==> src/rtl/wb_trace_fifo.sv <==
// rtl/wb_trace_fifo.sv - retirement trace FIFO capturing register and memory write events
// Optional dropped-event counter enabled by defining WB_TRACE_DROP_CNT_EN.
module wb_trace_fifo #(
   parameter int DEPTH = 8
) (
   input  logic        clk,
   input  logic        reset,
   input  logic [31:0] pc,
   input  logic        grf_we,
   input  logic [4:0]  grf_addr,
   input  logic [31:0] grf_wd,
   input  logic        dm_we,
   input  logic [31:0] dm_addr,
   input  logic [31:0] dm_wd,
   output logic        out_valid,
   input  logic        out_ready,
   output logic        out_kind,
   output logic [31:0] out_pc,
   output logic [31:0] out_addr,
   output logic [31:0] out_data,
   output logic [6:0]  count,
   output logic        overflow,
   output logic        conflict
`ifdef WB_TRACE_DROP_CNT_EN
   ,
   output logic [15:0] drop_cnt
`endif
);

   localparam int AW = (DEPTH > 1) ? $clog2(DEPTH) : 1;

   logic [AW-1:0] wr_ptr_q, wr_ptr_d;
   logic [AW-1:0] rd_ptr_q, rd_ptr_d;
   logic [6:0]    count_q, count_d;
   logic          overflow_q, overflow_d;
   logic          conflict_q, conflict_d;

   logic          mem_kind_q [DEPTH];
   logic [31:0]   mem_pc_q   [DEPTH];
   logic [31:0]   mem_addr_q [DEPTH];
   logic [31:0]   mem_data_q [DEPTH];

   logic          reg_ev;
   logic          push_req;
   logic          push_kind;
   logic [31:0]   push_addr;
   logic [31:0]   push_data;
   logic          full;
   logic          empty;
   logic          pop;
   logic          push_ok;
   logic          drop;

   // A register write to r0 is architecturally a no-op, so it never competes with dm_we.
   always_comb begin
      reg_ev    = grf_we && (grf_addr != 5'd0);
      push_req  = reg_ev || dm_we;
      push_kind = !reg_ev;
      push_addr = reg_ev ? {27'd0, grf_addr} : dm_addr;
      push_data = reg_ev ? grf_wd : dm_wd;
      full      = (count_q == 7'(DEPTH));
      empty     = (count_q == 7'd0);
      pop       = !empty && out_ready;
      push_ok   = push_req && (!full || pop);
      drop      = push_req && full && !pop;
   end

   always_comb begin
      wr_ptr_d   = wr_ptr_q;
      rd_ptr_d   = rd_ptr_q;
      count_d    = count_q;
      overflow_d = overflow_q || drop;
      conflict_d = conflict_q || (reg_ev && dm_we);
      if (push_ok) begin
         wr_ptr_d = wr_ptr_q + 1'b1;
      end
      if (pop) begin
         rd_ptr_d = rd_ptr_q + 1'b1;
      end
      case ({push_ok, pop})
         2'b10:   count_d = count_q + 7'd1;
         2'b01:   count_d = count_q - 7'd1;
         default: count_d = count_q;
      endcase
   end

   always_ff @(posedge clk or negedge reset) begin
      if (!reset) begin
         wr_ptr_q   <= '0;
         rd_ptr_q   <= '0;
         count_q    <= 7'd0;
         overflow_q <= 1'b0;
         conflict_q <= 1'b0;
      end else begin
         wr_ptr_q   <= wr_ptr_d;
         rd_ptr_q   <= rd_ptr_d;
         count_q    <= count_d;
         overflow_q <= overflow_d;
         conflict_q <= conflict_d;
      end
   end

   // Storage needs no reset: entries are only visible through count.
   always_ff @(posedge clk) begin
      if (push_ok) begin
         mem_kind_q[wr_ptr_q] <= push_kind;
         mem_pc_q[wr_ptr_q]   <= pc;
         mem_addr_q[wr_ptr_q] <= push_addr;
         mem_data_q[wr_ptr_q] <= push_data;
      end
   end

   always_comb begin
      out_valid = !empty;
      out_kind  = 1'b0;
      out_pc    = 32'd0;
      out_addr  = 32'd0;
      out_data  = 32'd0;
      if (!empty) begin
         out_kind = mem_kind_q[rd_ptr_q];
         out_pc   = mem_pc_q[rd_ptr_q];
         out_addr = mem_addr_q[rd_ptr_q];
         out_data = mem_data_q[rd_ptr_q];
      end
      count    = count_q;
      overflow = overflow_q;
      conflict = conflict_q;
   end

`ifdef WB_TRACE_DROP_CNT_EN
   logic [15:0] drop_cnt_q, drop_cnt_d;

   always_comb begin
      drop_cnt_d = drop_cnt_q;
      if (drop && (drop_cnt_q != 16'hFFFF)) begin
         drop_cnt_d = drop_cnt_q + 16'd1;
      end
   end

   always_ff @(posedge clk or negedge reset) begin
      if (!reset) begin
         drop_cnt_q <= 16'd0;
      end else begin
         drop_cnt_q <= drop_cnt_d;
      end
   end

   assign drop_cnt = drop_cnt_q;
`endif

endmodule

==> config.mk <==
export PLATFORM = sky130hd
export DESIGN_NAME = wb_trace_fifo
export DESIGN_NICKNAME = d
export VERILOG_FILES = /design/src/rtl/wb_trace_fifo.sv
export SDC_FILE = /design/constraint.sdc
export NUM_CORES = 1
export LEC_CHECK = 0
export CAP_MARGIN = 0
export CORE_ASPECT_RATIO = 0.9
export CORE_MARGIN = 2
export CORE_UTILIZATION = 55
export CTS_CLUSTER_SIZE = 40
export DETAILED_ROUTE_END_ITERATION = 6
export DONT_BUFFER_PORTS = 1
export PLACE_DENSITY_LB_ADDON = 0.25
export SLEW_MARGIN = 20
export SYNTH_ARGS = -nofsm -noshare
export SYNTH_HDL_FRONTEND = slang
export SYNTH_SLANG_ARGS = --single-unit
==> constraint.sdc <==
create_clock -name clk -period 10.6 [get_ports clk]
set_clock_uncertainty 0.2 [all_clocks]
set_input_delay 2.12 -clock clk [delete_from_list [all_inputs] [get_ports clk]]
set_output_delay 2.12 -clock clk [all_outputs]
set_load 0.05 [all_outputs]
==> flow_metrics.env <==
export IMPL_run_status="complete, no violations"
export IMPL_place_congestion=0.748
export IMPL_clock_latency_ns=0.59
export IMPL_wl_mm=60.3
export IMPL_grt_pass1_vias=14412
export IMPL_numPortBuffers=0
export IMPL_overflow=0
export IMPL_path_clk_slew_ns=0.06
export IMPL_max_slew_margin_rel_pct=23.5
export IMPL_grt_max_degree=125
export IMPL_synthSimpleGateAreaFrac_pct=3.86
export IMPL_place_ws_ns=4.92
export IMPL_max_clock_freq_mhz=162
export IMPL_finalCritPeriodShare_pct=58.2
export IMPL_wl_met3_mm=4.28
export IMPL_setup_tns_ns=0
export IMPL_synth_edf_count=776
export IMPL_detailedRoute_firstIterationViolations=1076
export IMPL_grt_pass1_wl_mm=90.0
export IMPL_cts_root_buf="clkbuf_16"
export IMPL_hold_path_class="reg2reg"
export IMPL_first_pass_iters=5
export IMPL_cp_max_fo=66
export IMPL_ys_ff_latch=791
export IMPL_hold_violations=0
export IMPL_hpwl_mm=31.1
export IMPL_fillers=3901
export IMPL_synthMuxAreaShare_pct=17.4
export IMPL_start_kind="register"
export IMPL_syn_avg_cell_area_sq_um=20.9
export IMPL_synthArstFlopShare_pct=1.90
export IMPL_yosysSeqAreaShare_pct=76.7
export IMPL_worstSetupPathType="reg2out"
export IMPL_drv_cap=0
export IMPL_p_leak_nw=11.3
export IMPL_h_tree_depth=3
export IMPL_cts_sinks=791
export IMPL_synth_xor_area_share_pct=0.284
export IMPL_end_kind="output pin"
export IMPL_synthDistinctLibCells=45
export IMPL_highest_layer="met5"
export IMPL_dr_wl_met2_mm=30.1
export IMPL_antenna_found_initial=2
export IMPL_synthAdderAreaFrac_pct=0.122
export IMPL_final_area_sq_um=34300
export IMPL_routed_via_density=5.92
export IMPL_dp_cells=2177
export IMPL_worstMarginPinSlew_ns=1.14
export IMPL_rows=82
export IMPL_yosysTopAreaCell="edfxtp_1"
export IMPL_crit_arrival_ns=3.85
export IMPL_cts_tree="yes"
export IMPL_die_w_um=254
export IMPL_rsz0062_at_grt="no"
export IMPL_synth_most_common_cell="edfxtp_1"
export IMPL_synth_top_family_by_area="multiplexers"
export IMPL_syn_to_final_growth_pct=11.0
export IMPL_power_density_nw_per_um2=323
export IMPL_post_drt_wl_per_cell_um=26.0
export IMPL_m1WireLength_mm=24.7
export IMPL_drive_gt1_share_pct=22.5
export IMPL_yosysWarnings=0
export IMPL_setup_violations=0
export IMPL_cts_buffer_depth=3
export IMPL_core_sq_um=55600
export IMPL_die_y_um=229
export IMPL_place_area_sq_um=31800
export IMPL_synth_ff_type="edfxtp_1"
export IMPL_vdd_ir_drop_max_v=0.000184
export IMPL_postCtsSetupRepairBufs=0
export IMPL_vias=13721
export IMPL_synth_area_leaders="edfxtp_1 75%, mux4_2 14%, mux2i_1 3.1%"
export IMPL_finalCriticalPeriod_ns=6.17
export IMPL_stdcell_count=2318
export IMPL_r2r_cells=11
export IMPL_cts_made_buffers=78
export IMPL_nets=1643
export IMPL_netlist_area_sq_um=30900
export IMPL_slew_violations=0
export IMPL_cts_resized=0
export IMPL_synth_commonest_cells="776 x edfxtp_1, 194 x mux4_2, 119 x nand2_1, 106 x nor2_1, 97 x mux2i_1"
export IMPL_drc_errors=0
export IMPL_boundaryPins=245
export IMPL_crit_required_ns=8.28
export IMPL_start_util_pct=55.5
export IMPL_synth_fp_nets=1616
export IMPL_min_path_cells=1
export IMPL_ctsHoldBuffers=0
export IMPL_layout_setup_ws_ns=4.43
export IMPL_grtUsageTotal_pct=21.2
export IMPL_yosys_area_top_type_share_pct=75.5
export IMPL_hold_ws_ns=0.325
export IMPL_die_area_sq_um=58000
export IMPL_syn_inst=1475
export IMPL_antenna_left=0
export IMPL_synth_compound_area_share_pct=0.422
stage by stage:
stage | power (W) | utilization, %
after floorplan | 0.00779 | -
after global placement | 0.00850 | 57.1
after detailed placement | 0.00855 | 57.1
after CTS | 0.0112 | 61.5
after global routing | 0.0115 | 61.6
final | 0.0111 | 61.6
final timing paths:
path,slack [ns],startpoint,endpoint
max in group asynchronous,9.10,reset,rd_ptr_q[0]
min in group asynchronous,1.02,reset,count[4]
min reg2reg,0.32,wr_ptr_q[0],wr_ptr_q[0]
max reg2reg,6.25,count[4],count[6]
min,0.32,wr_ptr_q[0],wr_ptr_q[0]
max,4.43,rd_ptr_q[0],out_data[29]
placed cells by master (no fill, tap or decap), types with 12 or more instances in the layout:
| cell type | count |
|---|---|
| and2_1 | 27 |
| buf_4 | 25 |
| clkbuf_1 | 12 |
| clkbuf_16 | 82 |
| clkinv_1 | 17 |
| clkinv_2 | 13 |
| dfrtp_1 | 12 |
| edfxtp_1 | 776 |
| mux2i_1 | 97 |
| mux4_2 | 194 |
| nand2_1 | 119 |
| nor2_1 | 99 |
critical path: stages (launching register included):
cell and delay (ns):
dfrtp_4 0.99, buf_12 0.46, buf_16 0.45, mux4_2 0.32, mux2i_1 0.07, nor2_1 0.89
metal layers:
metal / up-vias / global-route usage, %
met4: 2 / 5.64
met3: 99 / 5.40
met2: 397 / 34.9
met5: - / 0
met1: 7196 / 28.6
li1: 6027 / -
power breakdown:
part | internal [W] | switching [W] | total [W]
combinational | 0.00115 | 0.00273 | 0.00389
clock | 0.00155 | 0.00111 | 0.00266
sequential | 0.00418 | 0.000335 | 0.00451
flip-flops by register name, summed over array words and instances, names as in the netlist:
name,count
conflict,1
count,7
mem_addr_q,256
mem_data_q,256
mem_kind_q,8
mem_pc_q,256
overflow,1
rd_ptr_q,3
wr_ptr_q,3
logic make-up after synthesis:
kind of cell / count (synthesis)
xor gates and xnor gates: 10
and+or+nand+nor: 278
AOI/OAI and AO/OA: 16
buffers and inverters: 83
adders and majority gates: 3
DFF: 791
muxes: 294
final cells by class:
type	count	area, sq um	area share [%]
clock inverters	42	367	1.07
repair buffers	28	255	0.745
multi-input cells	601	6890	20.1
flip-flops and latches	791	23700	69.1
well taps	756	946	2.76
clock buffers	94	2100	6.12
inverters	2	7.51	0.0219
diodes	4	10.0	0.0292
(Power assumes the default switching activity.)
